`config.mk`:
```
export PLATFORM = sky130hd
export DESIGN_NAME = fetch_sequencer_flat
export DESIGN_NICKNAME = d
export VERILOG_FILES = /design/src/rtl/fetch_sequencer_if.sv /design/src/rtl/fetch_sequencer.sv /design/src/flat_wrapper.sv
export SDC_FILE = /design/constraint.sdc
export NUM_CORES = 1
export LEC_CHECK = 0
export ABC_AREA = 1
export CAP_MARGIN = 20
export CORE_MARGIN = 2
export CORE_UTILIZATION = 67
export CTS_BUF_LIST = sky130_fd_sc_hd__clkbuf_16
export CTS_CLUSTER_SIZE = 30
export DETAILED_ROUTE_END_ITERATION = 10
export DONT_BUFFER_PORTS = 1
export PLACE_DENSITY = 0.82
export SYNTH_ARGS = -nofsm -noshare
export SYNTH_HDL_FRONTEND = slang
export SYNTH_SLANG_ARGS = --single-unit
```
`constraint.sdc`:
```
create_clock -name clk -period 2.8 [get_ports clk]
set_input_delay 0.56 -clock clk [delete_from_list [all_inputs] [get_ports clk]]
set_output_delay 0.56 -clock clk [all_outputs]
set_load 0.01 [all_outputs]
```
`src/rtl/fetch_sequencer_if.sv`:
```
// Fetch sequencer bus: ROM address/data and the decoder-facing
// phase strobes, opcode/operand fields and jump-taken return.
interface fetch_sequencer_if #(
  parameter int PC_WIDTH    = 8,
  parameter int INSTR_WIDTH = 16
);
  logic [PC_WIDTH-1:0]    PC_out;
  logic [INSTR_WIDTH-1:0] Instr_in;
  logic                   T1;
  logic                   T2;
  logic                   T3;
  logic                   T4;
  logic [4:0]             opcode;
  logic [INSTR_WIDTH-6:0] Operand;
  logic                   PC_Update;

  modport master (
    output PC_out, T1, T2, T3, T4,
    output opcode, Operand,
    input  Instr_in, PC_Update
  );

  modport slave (
    input  PC_out, T1, T2, T3, T4,
    input  opcode, Operand,
    output Instr_in, PC_Update
  );
endinterface

```
`src/rtl/fetch_sequencer.sv`:
```
// Instruction fetch and T1-T4 phase generator: PC, IR,
// retired-instruction counter and a one-hot sequencing FSM.
module fetch_sequencer #(
  parameter int         PC_WIDTH    = 8,
  parameter int         INSTR_WIDTH = 16,
  parameter logic [4:0] HALT_OPCODE = 5'b11111
) (
  input  logic                clk,
  input  logic                Reset,
  input  logic                Run,
  input  logic                Stall,
  fetch_sequencer_if.master   bus,
  output logic                Halted,
  output logic [15:0]         Instr_count
);

  localparam int B_IDLE  = 0;
  localparam int B_FETCH = 1;
  localparam int B_S1    = 2;
  localparam int B_S2    = 3;
  localparam int B_S3    = 4;
  localparam int B_S4    = 5;
  localparam int B_HALT  = 6;

  typedef enum logic [6:0] {
    IDLE  = 7'b0000001,
    FETCH = 7'b0000010,
    S1    = 7'b0000100,
    S2    = 7'b0001000,
    S3    = 7'b0010000,
    S4    = 7'b0100000,
    HALT  = 7'b1000000
  } state_t;

  state_t                 state_q, state_d;
  logic [PC_WIDTH-1:0]    pc_q, pc_d;
  logic [INSTR_WIDTH-1:0] ir_q, ir_d;
  logic [15:0]            cnt_q, cnt_d;
  logic                   fetch_halt;

  assign fetch_halt =
    bus.Instr_in[INSTR_WIDTH-1 -: 5] == HALT_OPCODE;

  always_ff @(posedge clk or negedge Reset) begin
    if (!Reset) begin
      state_q <= IDLE;
      pc_q    <= '0;
      ir_q    <= '0;
      cnt_q   <= '0;
    end else begin
      state_q <= state_d;
      pc_q    <= pc_d;
      ir_q    <= ir_d;
      cnt_q   <= cnt_d;
    end
  end

  always_comb begin
    state_d = state_q;
    pc_d    = pc_q;
    ir_d    = ir_q;
    cnt_d   = cnt_q;
    // Stall freezes everything, including the S4 PC update.
    if (!Stall) begin
      unique case (1'b1)
        state_q[B_IDLE]: begin
          if (Run) state_d = FETCH;
        end
        state_q[B_FETCH]: begin
          ir_d    = bus.Instr_in;
          state_d = fetch_halt ? HALT : S1;
        end
        state_q[B_S1]: state_d = S2;
        state_q[B_S2]: state_d = S3;
        state_q[B_S3]: state_d = S4;
        state_q[B_S4]: begin
          pc_d    = bus.PC_Update ? ir_q[PC_WIDTH-1:0]
                                  : pc_q + 1'b1;
          cnt_d   = cnt_q + 1'b1;
          state_d = Run ? FETCH : IDLE;
        end
        state_q[B_HALT]: state_d = HALT;
        default: state_d = IDLE;
      endcase
    end
  end

  assign bus.T1      = state_q[B_S1];
  assign bus.T2      = state_q[B_S2];
  assign bus.T3      = state_q[B_S3];
  assign bus.T4      = state_q[B_S4];
  assign bus.PC_out  = pc_q;
  assign bus.opcode  = ir_q[INSTR_WIDTH-1 -: 5];
  assign bus.Operand = ir_q[INSTR_WIDTH-6:0];
  assign Halted      = state_q[B_HALT];
  assign Instr_count = cnt_q;

endmodule

```
`src/flat_wrapper.sv`:
```
// flat-port wrapper written by rule: the top's interface ports become plain ports
module fetch_sequencer_flat 
#(
  parameter int         PC_WIDTH    = 8,
  parameter int         INSTR_WIDTH = 16,
  parameter logic [4:0] HALT_OPCODE = 5'b11111
)
  (clk, Reset, Run, Stall, Halted, Instr_count, bus_PC_out, bus_T1, bus_T2, bus_T3, bus_T4, bus_opcode, bus_Operand, bus_Instr_in, bus_PC_Update);
  fetch_sequencer_if #(.PC_WIDTH(PC_WIDTH), .INSTR_WIDTH(INSTR_WIDTH)) bus_i ();
  input  logic clk;
  input  logic Reset;
  input  logic Run;
  input  logic Stall;
  output logic Halted;
  output logic [15:0] Instr_count;
  output wire logic [$bits(bus_i.PC_out)-1:0] bus_PC_out;
  output wire logic [$bits(bus_i.T1)-1:0] bus_T1;
  output wire logic [$bits(bus_i.T2)-1:0] bus_T2;
  output wire logic [$bits(bus_i.T3)-1:0] bus_T3;
  output wire logic [$bits(bus_i.T4)-1:0] bus_T4;
  output wire logic [$bits(bus_i.opcode)-1:0] bus_opcode;
  output wire logic [$bits(bus_i.Operand)-1:0] bus_Operand;
  input wire logic [$bits(bus_i.Instr_in)-1:0] bus_Instr_in;
  input wire logic [$bits(bus_i.PC_Update)-1:0] bus_PC_Update;
  assign bus_PC_out = bus_i.PC_out;
  assign bus_T1 = bus_i.T1;
  assign bus_T2 = bus_i.T2;
  assign bus_T3 = bus_i.T3;
  assign bus_T4 = bus_i.T4;
  assign bus_opcode = bus_i.opcode;
  assign bus_Operand = bus_i.Operand;
  assign bus_i.Instr_in = bus_Instr_in;
  assign bus_i.PC_Update = bus_PC_Update;
  fetch_sequencer #(.PC_WIDTH(PC_WIDTH), .INSTR_WIDTH(INSTR_WIDTH), .HALT_OPCODE(HALT_OPCODE)) u_core (.clk(clk), .Reset(Reset), .Run(Run), .Stall(Stall), .bus(bus_i), .Halted(Halted), .Instr_count(Instr_count));
endmodule
```
==> results.md, run 1 <==
- Outcome: completed
- Post-CTS resize count: 0
- Die height: 61.7 um
- Vias: 1632
- H-tree depth: 2
- CP Capture Type: flip-flop
- Cells after Synth: 242
- Final-report max-slew violation count: 0
- Post-CTS Setup Bufs: 0
- Clock skew: 4.54 ps
- Final Util: 0.779
- Gpl congestion: 0.824
- Worst Hold Class: in2async
- Crit path launch type: flip-flop
- Slew @ Worst Pin: 394 ps
- Initial antenna violation count: 0
- Unrepaired setup endpoints after global routing: false
- Crit path required time: 2980 ps
- Pwr per Cell Area: 929 nW/um^2
- Worst EP arrival: 1870 ps
- FF-to-FF setup slack: 1100 ps
- Placed Area: 2250 um^2
- Endpoints failing setup: 0
- Fin Hold WS: 116 ps
- Final std cells w/o fill: 290
- Cell area after layout: 2420 um^2
- Final worst-path cycle share: 0.606
- Max clock buf depth: 2
- Cts bufs inserted: 5
- Antenna viol nets, final: 0
- Die X: 61.7 um
- Vias in the first global route: 1545
- Worst vdd ir: 0.834 mV
- Pleak: 1.16 nW
- Grt ovf: 0
- Pre-CTS WS: 1080 ps
- Num Clock Sinks: 47
- FMAX: 0.589 GHz
- Die area: 3810 um^2
- FF-to-FF path depth: 9
- Ys Warns: 0
- Fillers: 226
- Final Hold Fails: 0
- Starting Density: 0.719
- Core area: 3100 um^2
- Synth-to-Final Area Change: 8.30%
- N_diodes: 0
- Drt pass-1 iters: 4
- RR Startpoint: u_core.state_q[5]
- First-pass GRT wire length: 6.76 mm
- Min cycle time layout: 1700 ps
- TritonCTS clock tree: done
- Post-synthesis area per instance: 9.22 um^2
- DRT iter0 DRCs: 116
- Kind of critical path: reg2reg
- Reg clk slew, reported paths: 60 ps
- Routed vias/inst: 5.63
- FF+latch count, synth: 47
- GRT Total Usage: 0.244
- Dpl cells: 281
- Max-Cap Viols: 0
- Post-DP HPWL: 3.02 mm
- Rows: 20
- Final wirelength: 4.20 mm
- IO Pins: 66
- Sequential share of the synthesized area: 0.528
- WL per Instance: 14.5 um
- Distinct cell type count after synthesis: 28
- I/O Buffers: 0
- Post-CTS Hold Buffers: 1
- Setup_tns: 0 ps
- Mapped Nets: 265
- Worst Path Max Fanout: 14
- Largest net degree at the start of global routing: 47
- Final worst slack: 1100 ps
- DRC violations left: 0
- Share of cells above drive strength 1: 0.138
- Final Power: 2.24 mW
- Clk_lat worst skew: 280 ps
- Worst reg2reg path endpoint: u_core.Instr_count[14]
- Synthesized area: 2230 um^2
- Layout Nets: 268
- Root Buffer: clkbuf_16
- Slew headroom: 0.737
==> area by class of cell <==
class | count | area [um^2] | area share
multi-input combinational | 160 | 898 | 0.372
clock inverter | 3 | 15.0 | 0.00621
inverter | 30 | 118 | 0.0487
tap | 44 | 55.1 | 0.0228
sequential | 47 | 1180 | 0.487
timing repair buffer | 1 | 27.5 | 0.0114
clock buffer | 5 | 125 | 0.0518
==> metal layers <==
metal,track usage,up-vias,part of all wire
li1,-,786,-
met1,0.307,768,0.41
met2,0.389,66,0.48
met3,0.0890,12,0.086
met4,0.0912,0,0.019
met5,0,-,0
==> Yosys cell counts <==
| master | number | area share |
|---|---|---|
| nand2_1 | 51 | 0.086 |
| dfrtp_1 | 46 | 0.52 |
| inv_1 | 26 | 0.044 |
| nor2_1 | 23 | 0.039 |
| o21ai_0 | 17 | 0.038 |
| mux2_2 | 13 | 0.066 |
| nand3_1 | 11 | 0.025 |
| xor2_1 | 11 | 0.043 |
| nor3_1 | 8 | 0.018 |
| a21oi_1 | 5 | 0.011 |
| nand4_1 | 5 | 0.014 |
| nor2_2 | 4 | 0.011 |
| buf_2 | 3 | 0.0067 |
| buf_6 | 2 | 0.010 |
| ha_1 | 2 | 0.011 |
| inv_2 | 2 | 0.0034 |
| o22ai_1 | 2 | 0.0056 |
| clkinv_1 | 1 | 0.0017 |
| clkinv_4 | 1 | 0.0039 |
| dfstp_2 | 1 | 0.012 |
| mux2_4 | 1 | 0.0067 |
| nand2_4 | 1 | 0.0050 |
| nand3b_1 | 1 | 0.0034 |
| nand4_2 | 1 | 0.0056 |
| nor2_4 | 1 | 0.0050 |
| o21ai_1 | 1 | 0.0022 |
| o31ai_1 | 1 | 0.0034 |
| xnor2_1 | 1 | 0.0039 |
==> report_power, final <==
part | total (mW) | switching (mW) | internal [mW]
registers | 1.27 | 0.361 | 0.911
clock network | 0.561 | 0.235 | 0.325
logic | 0.412 | 0.212 | 0.200
==> worst max path at each step <==
| stage | start | endpoint | slack (ps) |
|---|---|---|---|
| after floorplan | Stall | u_core.ir_q[10] | 1350 |
| after global placement | Stall | u_core.Instr_count[14] | 1130 |
| after detailed placement | Stall | u_core.Instr_count[14] | 1080 |
| after CTS | u_core.state_q[5] | u_core.Instr_count[14] | 1100 |
| after global routing | u_core.state_q[5] | u_core.Instr_count[14] | 930 |
| final | u_core.state_q[5] | u_core.Instr_count[14] | 1100 |
==> worst max-delay path: stages, from the launching register on <==
cell and delay, ps:
dfrtp_1 480, inv_2 60, nor2_2 320, inv_2 210
nor2_4 140, nand2_1 100, nor2_2 110, nand2_1 60
nand2_1 60, nand2_1 50
==> placed cells by master (no fill, tap or decap) <==
cell type | netlist | routed
o21ai_0 | 17 | 17
nand4_2 | 1 | 1
o22ai_1 | 2 | 2
inv_2 | 2 | 2
dfrtp_1 | 46 | 46
o31ai_1 | 1 | 1
a21oi_1 | 5 | 5
inv_1 | 26 | 26
nor3_1 | 8 | 8
clkinv_4 | 1 | 1
xor2_1 | 11 | 11
mux2_2 | 13 | 13
nand3_1 | 11 | 11
nor2_4 | 1 | 1
nor2_2 | 4 | 4
nand2_1 | 51 | 51
clkinv_1 | 1 | 1
ha_1 | 2 | 2
nand2_4 | 1 | 1
nand3b_1 | 1 | 1
buf_16 | 0 | 1
nor2_1 | 23 | 23
xnor2_1 | 1 | 1
dfstp_2 | 1 | 1
clkbuf_16 | 0 | 5
o21ai_1 | 1 | 1
nand4_1 | 5 | 5
clkinv_2 | 0 | 3
mux2_4 | 1 | 1
==> cell families after synthesis <==
| family | after synthesis | share of synthesized area |
|---|---|---|
| and+or+nand+nor | 106 | 0.211 |
| DFF | 47 | 0.528 |
| buffers and inverters | 35 | 0.0695 |
| muxes | 14 | 0.0723 |
| xor gates and xnor gates | 12 | 0.0471 |
| AOI/OAI and AO/OA | 26 | 0.0606 |
| adders and majority gates | 2 | 0.0112 |
==> flip-flops by register name (all words and copies together), names as in the netlist <==
signal / count
u_core.Instr_count: 16
u_core.bus.PC_out: 8
u_core.ir_q: 16
u_core.state_q: 7
No activity file was read; power rests on OpenSTA's default activity.
==> inputs of run 2 (changes only) <==
- CORE_UTILIZATION: 67 -> 56
- PLACE_DENSITY: 0.82 -> 0.73
- clock period: 2.8 -> 1.4 ns (I/O delays scaled with it)
==> run 2 against run 1 <==
Net effect: cell count rose by 5.2%; count of clock-buffer cells in the layout did not move; the flow now finishes with violations (negative hold slack); worst setup slack got worse by 1000 ps; non-clock buffer count rose by 11; wire length rose by 9.5%; combinational power rose to 2.5 times the previous value; utilization fell by 9.6 points; final area rose by 5.8%; clock power rose to 2.7 times the previous value; largest power group unchanged; maximum frequency rose by 30%; sequential cell count did not move; first-iteration DRC count fell by 16%.
==> results.md, run 2 (synthesis gave the netlist of run 1 again) <==
- Outcome: finished, violations left (was completed)
- Failing checks: negative hold slack
- Placed Area: 2330 um^2 (was 2250 um^2)
- GRT Total Usage: 0.222 (was 0.244)
- WL per Instance: 15.1 um (was 14.5 um)
- Die X: 67.1 um (was 61.7 um)
- Max clock buf depth: 2 (unchanged)
- FMAX: 0.763 GHz (was 0.589 GHz)
- Starting Density: 0.596 (was 0.719)
- Num Clock Sinks: 47 (unchanged)
- Drt pass-1 iters: 4 (unchanged)
- Root Buffer: clkbuf_16 (unchanged)
- Critical path's top delay family: simple AND/OR/NAND/NOR gates (unchanged)
- Switching share of power: 0.330 (was 0.360)
- H-tree depth: 2 (unchanged)
- Pre-CTS WS: 84.7 ps (was 1080 ps)
- Max-Cap Viols: 0 (unchanged)
- Fillers: 301 (was 226)
- Slew headroom: 0.807 (was 0.737)
- Most common cell after layout, fill and taps aside: nand2_1 (unchanged)
- Fin Hold WS: -314 ps (was 116 ps)
- Clk_lat worst skew: 280 ps (about the same)
- Top cell by count, worst path: nand2_1 (unchanged)
- Final Power: 5.06 mW (was 2.24 mW)
- Worst Hold Class: in2async (unchanged)
- Routed vias/inst: 5.42 (was 5.63)
- DRC violations left: 0 (unchanged)
- Endpoints failing setup: 0 (unchanged)
- Final Hold Fails: 47 (was 0)
- DRT iter0 DRCs: 97 (was 116)
- IO Pins: 66 (unchanged)
- Die height: 67.1 um (was 61.7 um)
- I/O Buffers: 0 (unchanged)
- Share of cells above drive strength 1: 0.214 (was 0.138)
- Antenna viol nets, final: 0 (unchanged)
- First-pass GRT wire length: 7.56 mm (was 6.76 mm)
- Cell area after layout: 2560 um^2 (was 2420 um^2)
- Layout Nets: 279 (was 268)
- Grt ovf: 0 (unchanged)
- Kind of critical path: reg2reg (unchanged)
- Vias: 1652 (was 1632)
- Final wirelength: 4.60 mm (was 4.20 mm)
- Post-DP HPWL: 3.25 mm (was 3.02 mm)
- TritonCTS clock tree: done (unchanged)
- Synth-to-Final Area Change: 14.6% (was 8.30%)
- Setup_tns: 0 ps (unchanged)
- Final-report max-slew violation count: 0 (unchanged)
- Min cycle time layout: 1310 ps (was 1700 ps)
- Final worst slack: 89.8 ps (was 1100 ps)
- Worst EP arrival: 1480 ps (was 1870 ps)
- CP Capture Type: flip-flop (unchanged)
- Final std cells w/o fill: 305 (was 290)
- Pleak: 1.22 nW (was 1.16 nW)
- Clk pwr share: 0.302 (was 0.250)
- Worst path slowest cell: dfrtp_1 (unchanged)
- Dpl cells: 295 (was 281)
- Crit-path cells: nand2_1 > nor2_1 > nand2_1 > nor2_2 > nand2_1 > xor2_1 (was inv_2 > nor2_2 > inv_2 > nor2_4 > nand2_1 > nor2_2 > nand2_1 > nand2_1 > nand2_1)
- Die area: 4500 um^2 (was 3810 um^2)
- Crit path required time: 1570 ps (was 2980 ps)
- Core area: 3740 um^2 (was 3100 um^2)
- Clock skew: 3.14 ps (was 4.54 ps)
- Rows: 22 (was 20)
- Initial antenna violation count: 0 (unchanged)
- Final worst-path cycle share: 0.936 (was 0.606)
- Pwr per Cell Area: 1980 nW/um^2 (was 929 nW/um^2)
- Reg clk slew, reported paths: 70 ps (was 60 ps)
- Largest net degree at the start of global routing: 48 (was 47)
- Internal cell power: 3.39 mW (was 1.44 mW)
- Commonest cells after routing, fill and taps aside: 50 x nand2_1, 42 x dfrtp_1, 26 x inv_1 (was 51 x nand2_1, 46 x dfrtp_1, 26 x inv_1)
- Net Switching: 1.67 mW (was 0.809 mW)
- Worst Path Max Fanout: 4 (was 14)
- Final Util: 0.683 (was 0.779)
- Worst path max stage delay: 480 ps (about the same)
- Seq pwr share: 0.491 (was 0.567)
- Crit path buf inv count: 0 (was 2)
- Crit path launch type: flip-flop (unchanged)
- Cts bufs inserted: 5 (unchanged)
- Logic pwr share: 0.207 (was 0.183)
- Slew @ Worst Pin: 287 ps (was 394 ps)
- N_diodes: 0 (unchanged)
- Worst vdd ir: 1.23 mV (was 0.834 mV)
- Gpl congestion: 0.796 (was 0.824)
- Vias in the first global route: 1643 (was 1545)
## run 2: cell types whose count changed in the layout (fill, tap and decap cells not counted), sizes merged
cell      before  now
bufinv         0    2
clkinv         5    2
buf            1   12
clkinvlp       0    1
## run 2: routing by layer
layer	vias up	GRT usage	routed length, um
met4	0	0.0663	23
met5	-	0	0
li1	808	-	-
met3	4	0.0659	301
met2	55	0.376	2300
met1	785	0.274	1980
## run 2: power by group through the flow
| stage | sequential [mW] | clock, mW | combinational (mW) |
|---|---|---|---|
| after floorplan | 2.42 | 0 | 0.689 |
| after global placement | 2.47 | 0 | 0.957 |
| after detailed placement | 2.49 | 0 | 0.986 |
| after CTS | 2.48 | 1.54 | 0.996 |
| after global routing | 2.56 | 1.60 | 1.19 |
| final | 2.48 | 1.53 | 1.05 |
## run 2: timing repair
action | in CTS | in global routing
setup endpoints to repair | 0 | 7
resized for setup | 0 | 10
endpoints found under the hold margin | 47 | 47
buffers inserted | 0 | 2
## run 2: path summary, 6_finish.rpt
path,startpoint,endpoint,slack [ps],depth (start not counted)
max,u_core.Instr_count[7],u_core.Instr_count[12],90,6
min,Reset,u_core.bus.PC_out[4],-310,0
max reg2reg,u_core.Instr_count[7],u_core.Instr_count[12],90,6
min reg2reg,u_core.Instr_count[2],u_core.Instr_count[2],520,1
max in group asynchronous,Reset,u_core.state_q[0],1530,0
min in group clk,Stall,u_core.state_q[0],70,1
## run 2: area by class of cell
class	count	area, um^2	area share
multi-input combinational	160	913	0.357
timing repair buffer	12	90.1	0.0352
clock buffer	5	125	0.0489
tap	48	60.1	0.0235
clock inverter	3	67.6	0.0264
inverter	30	118	0.0460
sequential	47	1180	0.463
==> inputs of run 3 (changes only) <==
- SLEW_MARGIN: unset -> 10
- clock period: 1.4 -> 1.1 ns (I/O delays scaled with it)
==> run 3 against run 2 <==
Net effect: the run ends with negative hold slack, negative setup slack left; die area unchanged; global-route usage up 7.2 points; hold slack worse by 62 ps; wire length up 70%; register-to-register slack worse by 400 ps; worst setup slack worse by 400 ps; sequential cell count unchanged; total power up 62%; maximum frequency down 6.9%; first-iteration DRC count up 120%; clock power up 10%.
==> results.md, run 3 (synthesis gave the netlist of run 1 again) <==
- Outcome: finished, violations left (unchanged)
- Failing checks: negative hold slack, negative setup slack (was negative hold slack)
- Unrepaired setup endpoints after global routing: true
- Grt ovf: 0 (unchanged)
- Rows: 22 (unchanged)
- Clock skew: 7.17 ps (was 3.14 ps)
- Worst path slowest cell: dfrtp_1 (unchanged)
- Worst Hold Class: in2async (unchanged)
- Vias in the first global route: 2137 (was 1643)
- DRT iter0 DRCs: 217 (was 97)
- Antenna viol nets, final: 0 (unchanged)
- Post-DP HPWL: 3.45 mm (was 3.25 mm)
- Die height: 67.1 um (unchanged)
- Max-Cap Viols: 0 (unchanged)
- First-pass GRT wire length: 9.74 mm (was 7.56 mm)
- Drt pass-1 iters: 6 (was 4)
- Crit path launch type: flip-flop (unchanged)
- Post-CTS Hold Buffers: 1
- Pwr per Cell Area: 2450 nW/um^2 (was 1980 nW/um^2)
- Gpl congestion: 0.789 (was 0.796)
- Clk_lat worst skew: 290 ps (was 280 ps)
- Die X: 67.1 um (unchanged)
- Worst Path Max Fanout: 3 (was 4)
- Final worst slack: -307 ps (was 89.8 ps)
- Fin Hold WS: -375 ps (was -314 ps)
- Die area: 4500 um^2 (unchanged)
- WL per Instance: 21.6 um (was 15.1 um)
- Routed vias/inst: 6.19 (was 5.42)
- Initial antenna violation count: 0 (unchanged)
- CP Capture Type: flip-flop (unchanged)
- Worst path max stage delay: 400 ps (was 480 ps)
- I/O Buffers: 0 (unchanged)
- Final worst-path cycle share: 1.28 (was 0.936)
- Worst EP arrival: 1630 ps (was 1480 ps)
- Worst vdd ir: 1.88 mV (was 1.23 mV)
- FMAX: 0.710 GHz (was 0.763 GHz)
- Kind of critical path: reg2reg (unchanged)
- Cell area after layout: 3360 um^2 (was 2560 um^2)
- Top cell by count, worst path: nand2_1 (unchanged)
- Core area: 3740 um^2 (unchanged)
- Final wirelength: 7.82 mm (was 4.60 mm)
- Crit-path cells: nand2_2 > buf_4 > nor3_1 > nand4_1 > nand2_1 > nand2_1 > inv_1 (was nand2_1 > nor2_1 > nand2_1 > nor2_2 > nand2_1 > xor2_1)
- Synth-to-Final Area Change: 50.5% (was 14.6%)
- IO Pins: 66 (unchanged)
- Largest net degree at the start of global routing: 48 (unchanged)
- GRT Total Usage: 0.295 (was 0.222)
- Layout Nets: 336 (was 279)
- Slew @ Worst Pin: 393 ps (was 287 ps)
- H-tree depth: 2 (unchanged)
- Most Crowded Layer GR: met2 (unchanged)
- Cts bufs inserted: 5 (unchanged)
- Commonest cells after routing, fill and taps aside: 39 x dfrtp_1, 38 x buf_4, 36 x nand2_1 (was 50 x nand2_1, 42 x dfrtp_1, 26 x inv_1)
- Pleak: 1.59 nW (was 1.22 nW)
- Final-report max-slew violation count: 0 (unchanged)
- Starting Density: 0.596 (unchanged)
- Pre-CTS WS: -149 ps (was 84.7 ps)
- Grt met1 use: 0.322 (was 0.274)
- Root Buffer: clkbuf_16 (unchanged)
- Placed Area: 2640 um^2 (was 2330 um^2)
- Crit path required time: 1320 ps (was 1570 ps)
- Slew headroom: 0.736 (was 0.807)
- Vias: 2241 (was 1652)
- Most common cell after layout, fill and taps aside: dfrtp_1 (was nand2_1)
- Max clock buf depth: 2 (unchanged)
- Met2 Usage GRT: 0.501 (was 0.376)
- Min cycle time layout: 1410 ps (was 1310 ps)
- DRC violations left: 0 (unchanged)
- N_diodes: 0 (unchanged)
- Endpoints failing setup: 41 (was 0)
- Num Clock Sinks: 47 (unchanged)
- Share of cells above drive strength 1: 0.478 (was 0.214)
- Final Hold Fails: 47 (unchanged)
- GRT met3 Usage: 0.0963 (was 0.0659)
- Reg clk slew, reported paths: 60 ps (was 70 ps)
- TritonCTS clock tree: done (unchanged)
==> run 3: worst paths after layout <==
check                                            from                     end  slack, ps  depth (start not counted)
worst min-delay path                            Reset   u_core.Instr_count[7]       -380                          0
worst max register to register  u_core.Instr_count[3]  u_core.Instr_count[15]       -310                          7
worst min register to register        u_core.ir_q[14]         u_core.ir_q[14]        570                          2
worst max-delay path            u_core.Instr_count[3]  u_core.Instr_count[15]       -310                          7
max in group asynchronous                       Reset       u_core.state_q[0]       1290                          0
min in group clk                                Stall       u_core.state_q[1]         30                          1
==> run 3: metrics by stage <==
step           instances  power, mW  utilization  TNS [ps]  hold slack, ps
6_report             362       8.21        0.897     -4910            -375
5_1_grt              362       8.49        0.897     -6340            -383
4_1_cts              351       7.24        0.825     -1850            -371
3_5_place_dp         329       5.00        0.705     -1020           -73.8
3_3_place_gp         329       4.92        0.705      -543           -74.0
2_1_floorplan        242       4.06            -      -645           -75.6
==> run 3: layer usage <==
layer,vias to the layer above,part of all wire
li1,921,-
met3,50,0.090
met1,1095,0.35
met5,-,0
met4,0,0.059
met2,175,0.50
==> run 3: timing repair <==
item,4_1_cts,5_1_grt
endpoints found under the hold margin,48,47
gates resized for setup,42,61
setup buffers,12,13
setup endpoints to repair,36,44
pin swaps,6,20
cloned,2,0
==> run 3: layout make-up <==
class | instances | area, um^2
inverter | 30 | 125
timing repair buffer | 68 | 642
fill | 156 | 387
tap | 48 | 60.1
multi-input combinational | 161 | 1180
sequential | 47 | 1190
clock inverter | 3 | 38.8
clock buffer | 5 | 125
==> run 3: worst max-delay path: cells and delay by family (launching register included) <==
kind / cells / cell delay (ps)
flip-flops: 1 / 400
AND/OR/NAND/NOR: 5 / 700
buffers and inverters: 2 / 240
==> run 3: power by group <==
part | switching (mW) | internal, mW | leakage (nW)
combinational | 1.54 | 1.77 | 0.960
sequential | 0.862 | 2.34 | 0.548
clock | 0.628 | 1.06 | 0.0812
total | 3.03 | 5.17 | 1.59
